--- src/rtl/seq_detect_arbiter_if.sv ---
// Bus bundle between the serial channel front-ends and the shared detector.
//   master: enable, ch_clear, bit_valid, bit_in out; grant/detection results in
//   slave : the detector side (inverse directions)
interface seq_detect_arbiter_if #(
    parameter int unsigned NUM_CH  = 4,
    parameter int unsigned CH_W    = 2,
    parameter int unsigned COUNT_W = 16
);
    logic                enable;
    logic [NUM_CH-1:0]   ch_clear;
    logic [NUM_CH-1:0]   bit_valid;
    logic [NUM_CH-1:0]   bit_in;
    logic [NUM_CH-1:0]   bit_ready;
    logic                det_valid;
    logic [CH_W-1:0]     det_ch;
    logic [NUM_CH-1:0]   ctx_match;
    logic [COUNT_W-1:0]  match_total;

    modport master (
        output enable, ch_clear, bit_valid, bit_in,
        input  bit_ready, det_valid, det_ch, ctx_match, match_total
    );

    modport slave (
        input  enable, ch_clear, bit_valid, bit_in,
        output bit_ready, det_valid, det_ch, ctx_match, match_total
    );
endinterface

--- src/rtl/seq_detect_arbiter.sv ---
// Shared overlapping "1011" Moore detector, time-multiplexed across NUM_CH
// serial channels by a round-robin arbiter with per-channel saved context.
//   clock      : system clock, rising edge
//   reset      : asynchronous active-high reset
//   bus.slave  : enable, ch_clear, bit_valid, bit_in in;
//                bit_ready (combinational grant), det_valid, det_ch,
//                ctx_match, match_total out
module seq_detect_arbiter #(
    parameter int unsigned NUM_CH  = 4,
    parameter int unsigned CH_W    = 2,
    parameter int unsigned COUNT_W = 16
) (
    input  logic                 clock,
    input  logic                 reset,
    seq_detect_arbiter_if.slave  bus
);

    typedef enum logic [2:0] {
        S0    = 3'b000,
        S1    = 3'b001,
        S10   = 3'b011,
        S101  = 3'b010,
        S1011 = 3'b110
    } ctx_e;

    // One detector step; unused encodings recover as if in S0.
    function automatic ctx_e step(input ctx_e s, input logic b);
        ctx_e n;
        case (s)
            S0:      n = b ? S1    : S0;
            S1:      n = b ? S1    : S10;
            S10:     n = b ? S101  : S0;
            S101:    n = b ? S1011 : S10;
            S1011:   n = b ? S1    : S10;
            default: n = b ? S1    : S0;
        endcase
        return n;
    endfunction

    ctx_e               ctx_q [NUM_CH];
    ctx_e               ctx_d [NUM_CH];
    logic [CH_W-1:0]    ptr_q, ptr_d;
    logic               det_valid_q, det_valid_d;
    logic [CH_W-1:0]    det_ch_q, det_ch_d;
    logic [COUNT_W-1:0] total_q, total_d;

    logic [NUM_CH-1:0]  elig_c;
    logic [NUM_CH-1:0]  grant_c;
    logic               found_c;
    logic [CH_W-1:0]    gidx_c;
    logic [CH_W-1:0]    cand_c;
    ctx_e               nxt_c;
    logic [NUM_CH-1:0]  match_c;

    assign elig_c = bus.bit_valid & ~bus.ch_clear & {NUM_CH{bus.enable}};

    // Round-robin search: first eligible channel at or after the pointer.
    always_comb begin
        found_c = 1'b0;
        gidx_c  = '0;
        grant_c = '0;
        cand_c  = '0;
        for (int unsigned k = 0; k < NUM_CH; k++) begin
            if (int'(ptr_q) + int'(k) >= int'(NUM_CH)) begin
                cand_c = CH_W'(int'(ptr_q) + int'(k) - int'(NUM_CH));
            end else begin
                cand_c = CH_W'(int'(ptr_q) + int'(k));
            end
            if (!found_c && elig_c[cand_c]) begin
                found_c = 1'b1;
                gidx_c  = cand_c;
            end
        end
        if (found_c) begin
            grant_c[gidx_c] = 1'b1;
        end
    end

    // Next-state: context update, pointer advance, detection and counter.
    always_comb begin
        for (int unsigned i = 0; i < NUM_CH; i++) begin
            ctx_d[i] = bus.ch_clear[i] ? S0 : ctx_q[i];
        end
        ptr_d       = ptr_q;
        det_valid_d = 1'b0;
        det_ch_d    = det_ch_q;
        total_d     = total_q;
        nxt_c       = step(ctx_q[gidx_c], bus.bit_in[gidx_c]);
        if (found_c) begin
            ctx_d[gidx_c] = nxt_c;
            ptr_d = (gidx_c == CH_W'(NUM_CH - 1)) ? '0 : gidx_c + CH_W'(1);
            if (nxt_c == S1011) begin
                det_valid_d = 1'b1;
                det_ch_d    = gidx_c;
                if (total_q != {COUNT_W{1'b1}}) begin
                    total_d = total_q + COUNT_W'(1);
                end
            end
        end
    end

    always_ff @(posedge clock or posedge reset) begin
        if (reset) begin
            for (int unsigned i = 0; i < NUM_CH; i++) begin
                ctx_q[i] <= S0;
            end
            ptr_q       <= '0;
            det_valid_q <= 1'b0;
            det_ch_q    <= '0;
            total_q     <= '0;
        end else begin
            for (int unsigned i = 0; i < NUM_CH; i++) begin
                ctx_q[i] <= ctx_d[i];
            end
            ptr_q       <= ptr_d;
            det_valid_q <= det_valid_d;
            det_ch_q    <= det_ch_d;
            total_q     <= total_d;
        end
    end

    // Moore output per channel, decoded from the stored context.
    always_comb begin
        match_c = '0;
        for (int unsigned i = 0; i < NUM_CH; i++) begin
            match_c[i] = (ctx_q[i] == S1011);
        end
    end

    // Grants are suppressed while reset is asserted.
    assign bus.bit_ready   = reset ? '0 : grant_c;
    assign bus.det_valid   = det_valid_q;
    assign bus.det_ch      = det_ch_q;
    assign bus.ctx_match   = match_c;
    assign bus.match_total = total_q;

endmodule

--- src/flat_wrapper.sv ---
// flat-port wrapper written by rule: the top's interface ports become plain ports
module seq_detect_arbiter_flat 
#(
    parameter int unsigned NUM_CH  = 4,
    parameter int unsigned CH_W    = 2,
    parameter int unsigned COUNT_W = 16
)
  (clock, reset, bus_enable, bus_ch_clear, bus_bit_valid, bus_bit_in, bus_bit_ready, bus_det_valid, bus_det_ch, bus_ctx_match, bus_match_total);
  seq_detect_arbiter_if #(.NUM_CH(NUM_CH), .CH_W(CH_W), .COUNT_W(COUNT_W)) bus_i ();
  input  logic clock;
  input  logic reset;
  input wire logic [$bits(bus_i.enable)-1:0] bus_enable;
  input wire logic [$bits(bus_i.ch_clear)-1:0] bus_ch_clear;
  input wire logic [$bits(bus_i.bit_valid)-1:0] bus_bit_valid;
  input wire logic [$bits(bus_i.bit_in)-1:0] bus_bit_in;
  output wire logic [$bits(bus_i.bit_ready)-1:0] bus_bit_ready;
  output wire logic [$bits(bus_i.det_valid)-1:0] bus_det_valid;
  output wire logic [$bits(bus_i.det_ch)-1:0] bus_det_ch;
  output wire logic [$bits(bus_i.ctx_match)-1:0] bus_ctx_match;
  output wire logic [$bits(bus_i.match_total)-1:0] bus_match_total;
  assign bus_i.enable = bus_enable;
  assign bus_i.ch_clear = bus_ch_clear;
  assign bus_i.bit_valid = bus_bit_valid;
  assign bus_i.bit_in = bus_bit_in;
  assign bus_bit_ready = bus_i.bit_ready;
  assign bus_det_valid = bus_i.det_valid;
  assign bus_det_ch = bus_i.det_ch;
  assign bus_ctx_match = bus_i.ctx_match;
  assign bus_match_total = bus_i.match_total;
  seq_detect_arbiter #(.NUM_CH(NUM_CH), .CH_W(CH_W), .COUNT_W(COUNT_W)) u_core (.clock(clock), .reset(reset), .bus(bus_i));
endmodule
--- config.mk ---
export PLATFORM = sky130hd
export DESIGN_NAME = seq_detect_arbiter_flat
export DESIGN_NICKNAME = d
export VERILOG_FILES = /design/src/rtl/seq_detect_arbiter_if.sv /design/src/rtl/seq_detect_arbiter.sv /design/src/flat_wrapper.sv
export SDC_FILE = /design/constraint.sdc
export NUM_CORES = 1
export LEC_CHECK = 0
export CAP_MARGIN = 30
export CORE_ASPECT_RATIO = 1.1
export CORE_MARGIN = 1
export CORE_UTILIZATION = 40
export DETAILED_ROUTE_END_ITERATION = 10
export GPL_ROUTABILITY_DRIVEN = 0
export PLACE_DENSITY = 0.65
export SLEW_MARGIN = 20
export SYNTH_ARGS = -nofsm -noshare
export SYNTH_HDL_FRONTEND = slang
export SYNTH_SLANG_ARGS = --single-unit
--- constraint.sdc ---
create_clock -name clock -period 3.1 [get_ports clock]
set_input_delay 0.62 -clock clock [delete_from_list [all_inputs] [get_ports clock]]
set_output_delay 0.62 -clock clock [all_outputs]
set_load 0.01 [all_outputs]
==> impl_metrics.py, run 1 <==
metrics = {
    "outcome": {
        "status": "finished, final reports clean",
    },
    "sta": {
        "fin_ws_ns": 0.0638,
        "maxSlewViolCount": 0,
        "tightestPinTransition_ns": 0.426,
        "hold_viol_final": 0,
        "relSlewSlack_pct": 71.3,
        "min_period_over_period_pct": 97.9,
        "rsz0062_at_grt": "yes",
        "finalCriticalPeriod_ns": 3.04,
        "setup_violations": 0,
        "max_freq_ghz": 0.329,
        "fin_worst_skew_ns": 0.00246,
    },
    "placed_design": {
        "io_buffers": 41,
        "place_ws_ns": -0.367,
        "postPlaceCellArea_sq_mm": 0.00264,
        "dp_hpwl_mm": 3.64,
    },
    "logic_synthesis": {
        "ys_seq_elements": 33,
        "yosys_warnings": 0,
        "postSynthCellCount": 194,
        "synth_nets": 214,
        "ys_seq_area_share_pct": 42.1,
        "syn_area_per_cell_sq_um": 10.1,
        "synthDistinctLibCells": 45,
        "synth_area_sq_mm": 0.00196,
    },
    "pwr": {
        "leakage_nw": 1.30,
        "max-vdd-ir-drop_uv": 206,
        "total_power_w": 0.00125,
        "power_density_mw_per_mm2": 451,
    },
    "cts": {
        "cts_root_buffer": "clkbuf_8",
        "cts_buffers": 5,
        "cts_tree": "yes",
        "cts_buffer_depth": 2,
        "path_clk_slew_ns": 0.07,
        "insertion_delay_ns": 0.29,
        "htreeDepth": 2,
        "cts.sink_count": 33,
        "cts_hold_buf": 0,
    },
    "worst_setup_path": {
        "startpoint_type": "primary input",
        "worst_path_largest_cell_delay_ns": 0.45,
        "critPathMaxFanout": 4,
        "crit_family": "buffers and inverters",
        "crit_path_cell_trace": "clkdlybuf4s50_1 > nand2b_1 > a221o_1 > buf_4 > ha_1 > and3_1 > dlygate4sd2_1",
        "end_kind": "primary output",
        "required_ns": 2.48,
        "critical_path_buf_inv_count": 3,
        "arrival_ns": 2.42,
        "crit_type": "primary input to primary output",
        "cp_slowest_cell": "clkdlybuf4s50_1",
    },
    "global_route": {
        "grt_max_degree": 33,
        "grt_use_total_pct": 21.7,
        "grt_pass1_wl_mm": 8.12,
        "antenna_found_initial": 0,
        "grt_overflow": 0,
        "grt_pass1_vias": 1680,
    },
    "cells_and_area": {
        "final_area_sq_mm": 0.00278,
        "drive_above_1_share_pct": 22.1,
        "fill_cells": 422,
        "syn2layout_area_growth_pct": 41.9,
        "diodes": 0,
        "final_common_cell": "dfrtp_1",
        "nets": 291,
        "final_cell_mix": "33 x dfrtp_1, 31 x clkdlybuf4s50_1, 31 x buf_4",
    },
    "floorplanning": {
        "die_w_um": 68.8,
        "fp.dieH_um": 75.4,
        "initial_core_util_pct": 41.9,
        "rows": 26,
        "core_area_sq_mm": 0.00468,
        "io_pins": 42,
        "die-area_sq_mm": 0.00519,
    },
    "min_path": {
        "holdCritPathClass": "flop to flop",
    },
    "job": {
        "cap_violations": 0,
    },
    "route": {
        "viasPerCell": 5.28,
        "drtAntennaViolNets": 0,
        "vias": 1732,
        "drt-pass1-iter-count": 4,
        "routedWlPerCell_um": 14.8,
        "drt-initial-drc-count": 116,
        "drc": 0,
        "wirelength_mm": 4.85,
    },
}
==> final cells by class <==
type	instances	area (sq um)	area share (%)
Clock inverter	2	10.0	0.360
Tap cell	56	70.1	2.52
Inverter	12	47.5	1.71
Clock buffer	6	72.6	2.61
Multi-Input combinational cell	145	1090	39.3
Timing Repair Buffer	74	663	23.8
Sequential cell	33	826	29.7
==> path summary, 6_finish.rpt <==
kind / from / end / slack (ns) / depth (start not counted)
max: bus_ch_clear[1] / bus_bit_ready[2] / 0.06 / 7
min: u_core.bus.det_ch[0]$_DFFE_PP0P_ / u_core.bus.det_ch[0]$_DFFE_PP0P_ / 0.49 / 2
max reg2reg: u_core.ptr_q[1]$_DFFE_PP0N_ / u_core.ctx_q[7]$_DFF_PP0_ / 0.39 / 12
min reg2reg: u_core.bus.det_ch[0]$_DFFE_PP0P_ / u_core.bus.det_ch[0]$_DFFE_PP0P_ / 0.49 / 2
max in group asynchronous: reset / u_core.bus.det_ch[1]$_DFFE_PP0P_ / 1.89 / 3
min in group asynchronous: reset / u_core.ptr_q[0]$_DFFE_PP0N_ / 0.54 / 2
==> stage by stage <==
stage | TNS (ns) | hold slack [ns] | cells | util (%)
after floorplan | 0 | 0.477 | 194 | -
after global placement | -5.65 | 0.470 | 315 | 56.3
after detailed placement | -6.89 | 0.481 | 315 | 56.3
after CTS | 0 | 0.497 | 327 | 59.2
after global routing | -0.00497 | 0.513 | 328 | 59.4
final | 0 | 0.492 | 328 | 59.4
==> state kept, by name, indices dropped and copies added (netlist names) <==
signal and flops:
u_core.ctx_q 12, u_core.bus.det_valid 1, u_core.bus.det_ch 2, u_core.ptr_q 2
u_core.bus.match_total 16
==> repair_timing <==
| action | CTS | global route |
|---|---|---|
| endpoints found under the setup margin | 9 | 4 |
| setup buffers | 4 | 1 |
| resized for setup | 17 | 1 |
| pin swaps | 2 | 1 |
==> per-layer routing <==
metal  wire length (um)  track usage (%)  part of all wire [%]
met5                  0                0                     0
met4                103             9.98                   2.1
met3                209             3.44                   4.3
met2               2480             38.2                    51
met1               2050             25.6                    42
==> where the power goes <==
part	internal, W	switching [W]
clock network	0.000156	0.000166
registers	0.000482	0.0000642
logic	0.000204	0.000183
total	0.000841	0.000413
==> tightest hold or removal path: cells and delay by family, from the launching register on <==
| family | cells | cell delay (ns) |
|---|---|---|
| flops | 1 | 0.35 |
| compound gates | 1 | 0.06 |
| simple gates | 1 | 0.05 |
==> kinds of logic (layout without fill, tap and decap cells) <==
| group | Yosys count | after routing | share of synthesized area [%] |
|---|---|---|---|
| buf+inv | 16 | 94 | 3.70 |
| fa+ha+maj | 5 | 5 | 3.19 |
| xor+xnor | 15 | 15 | 6.70 |
| mux | 9 | 9 | 5.42 |
| simple gates | 80 | 80 | 25.9 |
| flops | 33 | 33 | 42.1 |
| compound gates | 36 | 36 | 13.0 |
==> synthesized netlist by cell type <==
master    instances  area share [%]
a211oi_1          2            0.77
a211oi_2          2             1.3
a21boi_0          1            0.38
a21o_1            2            0.77
a21oi_1           1            0.26
a21oi_4           1            0.83
a221o_1           2             1.0
a221oi_1          2            0.89
a41oi_1           1            0.45
and2_1            3            0.96
and3_1            7             2.2
and4_1            2            0.89
buf_2             2            0.51
buf_6             1            0.57
clkbuf_1          1            0.19
dfrtp_1          33              42
ha_1              5             3.2
inv_1            11             2.1
inv_4             1            0.32
mux2_1            1            0.57
mux2_2            2             1.1
mux2i_1           5             2.6
mux2i_4           1             1.1
nand2_1          13             2.5
nand2b_1          4             1.3
nand2b_4          1            0.70
nand3_1           5             1.3
nand3b_1         11             4.2
nand4_1           4             1.3
nand4b_4          1             1.2
nor2_1            9             1.7
nor2_2            1            0.32
nor2b_1           3            0.96
nor3_1            3            0.77
nor3_2            2             1.0
nor3b_1           1            0.38
nor4_1            5             1.6
nor4b_1           1            0.45
nor4b_2           2             1.5
o211ai_1          5             1.9
o21ai_0          16             4.1
o22ai_1           1            0.32
or2_2             2            0.64
xnor2_1           2            0.89
xor2_1           13             5.8
Note: power is estimated with default switching activity, not from simulation.
==> run 2: changes to the inputs <==
Settings changed: MAX_ROUTING_LAYER from default to met4.
==> impl_metrics.py, run 2 (synthesized netlist as in run 1, its figures left out) <==
metrics = {
    "outcome": {
        "status": "finished, final reports clean",
    },
    "pwr": {
        "max-vdd-ir-drop_uv": 206,
        "p_comb_share_pct": 30.8,
        "swShare_pct": 33.0,
        "total_power_w": 0.00125,
        "p_sw_w": 0.000413,
        "power_density_mw_per_mm2": 451,
        "power.internal_w": 0.000841,
        "clkPwrFrac_pct": 25.7,
        "p_seq_share_pct": 43.6,
        "leakage_nw": 1.30,
    },
    "cts": {
        "cts_hold_buf": 0,
        "cts.sink_count": 33,
        "path_clk_slew_ns": 0.07,
        "cts_buffers": 5,
        "cts_root_buffer": "clkbuf_8",
        "htreeDepth": 2,
        "cts_tree": "yes",
        "cts_buffer_depth": 2,
        "insertion_delay_ns": 0.29,
    },
    "route": {
        "drc": 0,
        "drt-pass1-iter-count": 4,
        "viasPerCell": 5.26,
        "vias": 1726,
        "routedWlPerCell_um": 14.7,
        "drtAntennaViolNets": 0,
        "wirelength_mm": 4.81,
        "drt-initial-drc-count": 118,
    },
    "floorplanning": {
        "rows": 26,
        "die-area_sq_mm": 0.00519,
        "core_area_sq_mm": 0.00468,
        "initial_core_util_pct": 41.9,
        "fp.dieH_um": 75.4,
        "die_w_um": 68.8,
        "io_pins": 42,
    },
    "sta": {
        "finalCriticalPeriod_ns": 3.04,
        "min_period_over_period_pct": 97.9,
        "rsz0062_at_grt": "yes",
        "max_freq_ghz": 0.329,
        "hold_viol_final": 0,
        "relSlewSlack_pct": 71.3,
        "fin_worst_skew_ns": 0.00275,
        "setup_violations": 0,
        "maxSlewViolCount": 0,
        "setup-tns-final_ns": 0,
        "tightestPinTransition_ns": 0.426,
    },
    "placed_design": {
        "io_buffers": 41,
        "dp_hpwl_mm": 3.64,
        "postPlaceCellArea_sq_mm": 0.00264,
    },
    "worst_setup_path": {
        "end_kind": "primary output",
        "arrival_ns": 2.42,
        "r2r-end": "u_core.ctx_q[7]$_DFF_PP0_",
        "critPathMaxFanout": 4,
        "crit_type": "primary input to primary output",
        "required_ns": 2.48,
        "startpoint_type": "primary input",
        "r2r-start": "u_core.ptr_q[1]$_DFFE_PP0N_",
        "r2r_slack_ns": 0.39,
        "r2r_cells": 12,
    },
    "global_route": {
        "grt_pass1_vias": 1677,
        "grt_overflow": 0,
        "grt_max_degree": 33,
        "grt_pass1_wl_mm": 8.13,
        "grt_use_total_pct": 22.4,
        "antenna_found_initial": 0,
    },
    "cells_and_area": {
        "largest_reg_flops": 16,
        "final_common_cell": "dfrtp_1",
        "drive_above_1_share_pct": 22.1,
        "utilization_pct": 59.4,
        "diodes": 0,
        "syn2layout_area_growth_pct": 41.9,
        "multi_input_area_sq_mm": 0.00109,
        "fill_cells": 422,
        "final_cell_mix": "33 x dfrtp_1, 31 x clkdlybuf4s50_1, 31 x buf_4",
        "seqCellArea_sq_um": 826,
        "final_area_sq_mm": 0.00278,
        "nets": 291,
    },
    "job": {
        "cap_violations": 0,
    },
    "min_path": {
        "hold_end": "u_core.bus.det_ch[0]$_DFFE_PP0P_",
        "min_from": "u_core.bus.det_ch[0]$_DFFE_PP0P_",
        "holdCritPathClass": "flop to flop",
        "whs_path_depth": 2,
    },
}
## run 2: cell counts in the layout (fill, tap and decap cells not counted)
Identical to the previous run, type by type.
## run 2: through the flow
step / setup WS, ns / hold WS (ns) / std cells
finish: 0.0636 / 0.492 / 328
global route: -0.00497 / 0.513 / 328
CTS: 0.0339 / 0.497 / 327
detailed placement: -0.367 / 0.481 / 315
global placement: -0.334 / 0.470 / 315
floorplan: 0.290 / 0.477 / 194
## run 2: area by class of cell
type / count / share of cell area [%]
Tap cell: 56 / 2.52
Sequential cell: 33 / 29.7
Timing Repair Buffer: 74 / 23.8
Clock buffer: 6 / 2.61
Multi-Input combinational cell: 145 / 39.3
Inverter: 12 / 1.71
Clock inverter: 2 / 0.360
## run 2: worst max-delay path, stage by stage
cell and delay (ns):
clkdlybuf4s50_1 0.45, nand2b_1 0.18, a221o_1 0.36, buf_4 0.17, ha_1 0.20, and3_1 0.17, dlygate4sd2_1 0.28
## run 2: how the worst max path moves through the flow
| stage | start | slack, ns | cells past startpoint | end |
|---|---|---|---|---|
| floorplan | bus_ch_clear[3] | 0.29 | 9 | u_core.bus.match_total[1]$_DFFE_PP0P_ |
| global placement | bus_bit_valid[3] | -0.33 | 8 | bus_bit_ready[2] |
| detailed placement | bus_bit_valid[3] | -0.37 | 8 | bus_bit_ready[2] |
| CTS | bus_ch_clear[1] | 0.03 | 7 | bus_bit_ready[2] |
| global route | bus_ch_clear[1] | -0.005 | 7 | bus_bit_ready[2] |
| finish | bus_ch_clear[1] | 0.06 | 7 | bus_bit_ready[2] |
## run 2: per-layer routing
layer | vias to the layer above | wire, um | global-route usage, %
li1 | 859 | - | -
met1 | 809 | 2040 | 25.7
met2 | 48 | 2470 | 38.2
met3 | 10 | 199 | 3.44
met4 | 0 | 101 | 9.98
met5 | - | 0 | -
## run 2: power by group through the flow
stage / sequential (W) / clock [W] / combinational (W)
final: 0.000547 / 0.000322 / 0.000386
after global routing: 0.000556 / 0.000349 / 0.000425
after CTS: 0.000546 / 0.000328 / 0.000387
after detailed placement: 0.000554 / 0 / 0.000378
after global placement: 0.000552 / 0 / 0.000374
after floorplan: 0.000555 / 0 / 0.000175
## run 2: what timing repair did
item	in CTS	in global routing
pin swaps	2	1
setup buffers	4	1
gates resized for setup	17	1
setup endpoints to repair	9	4
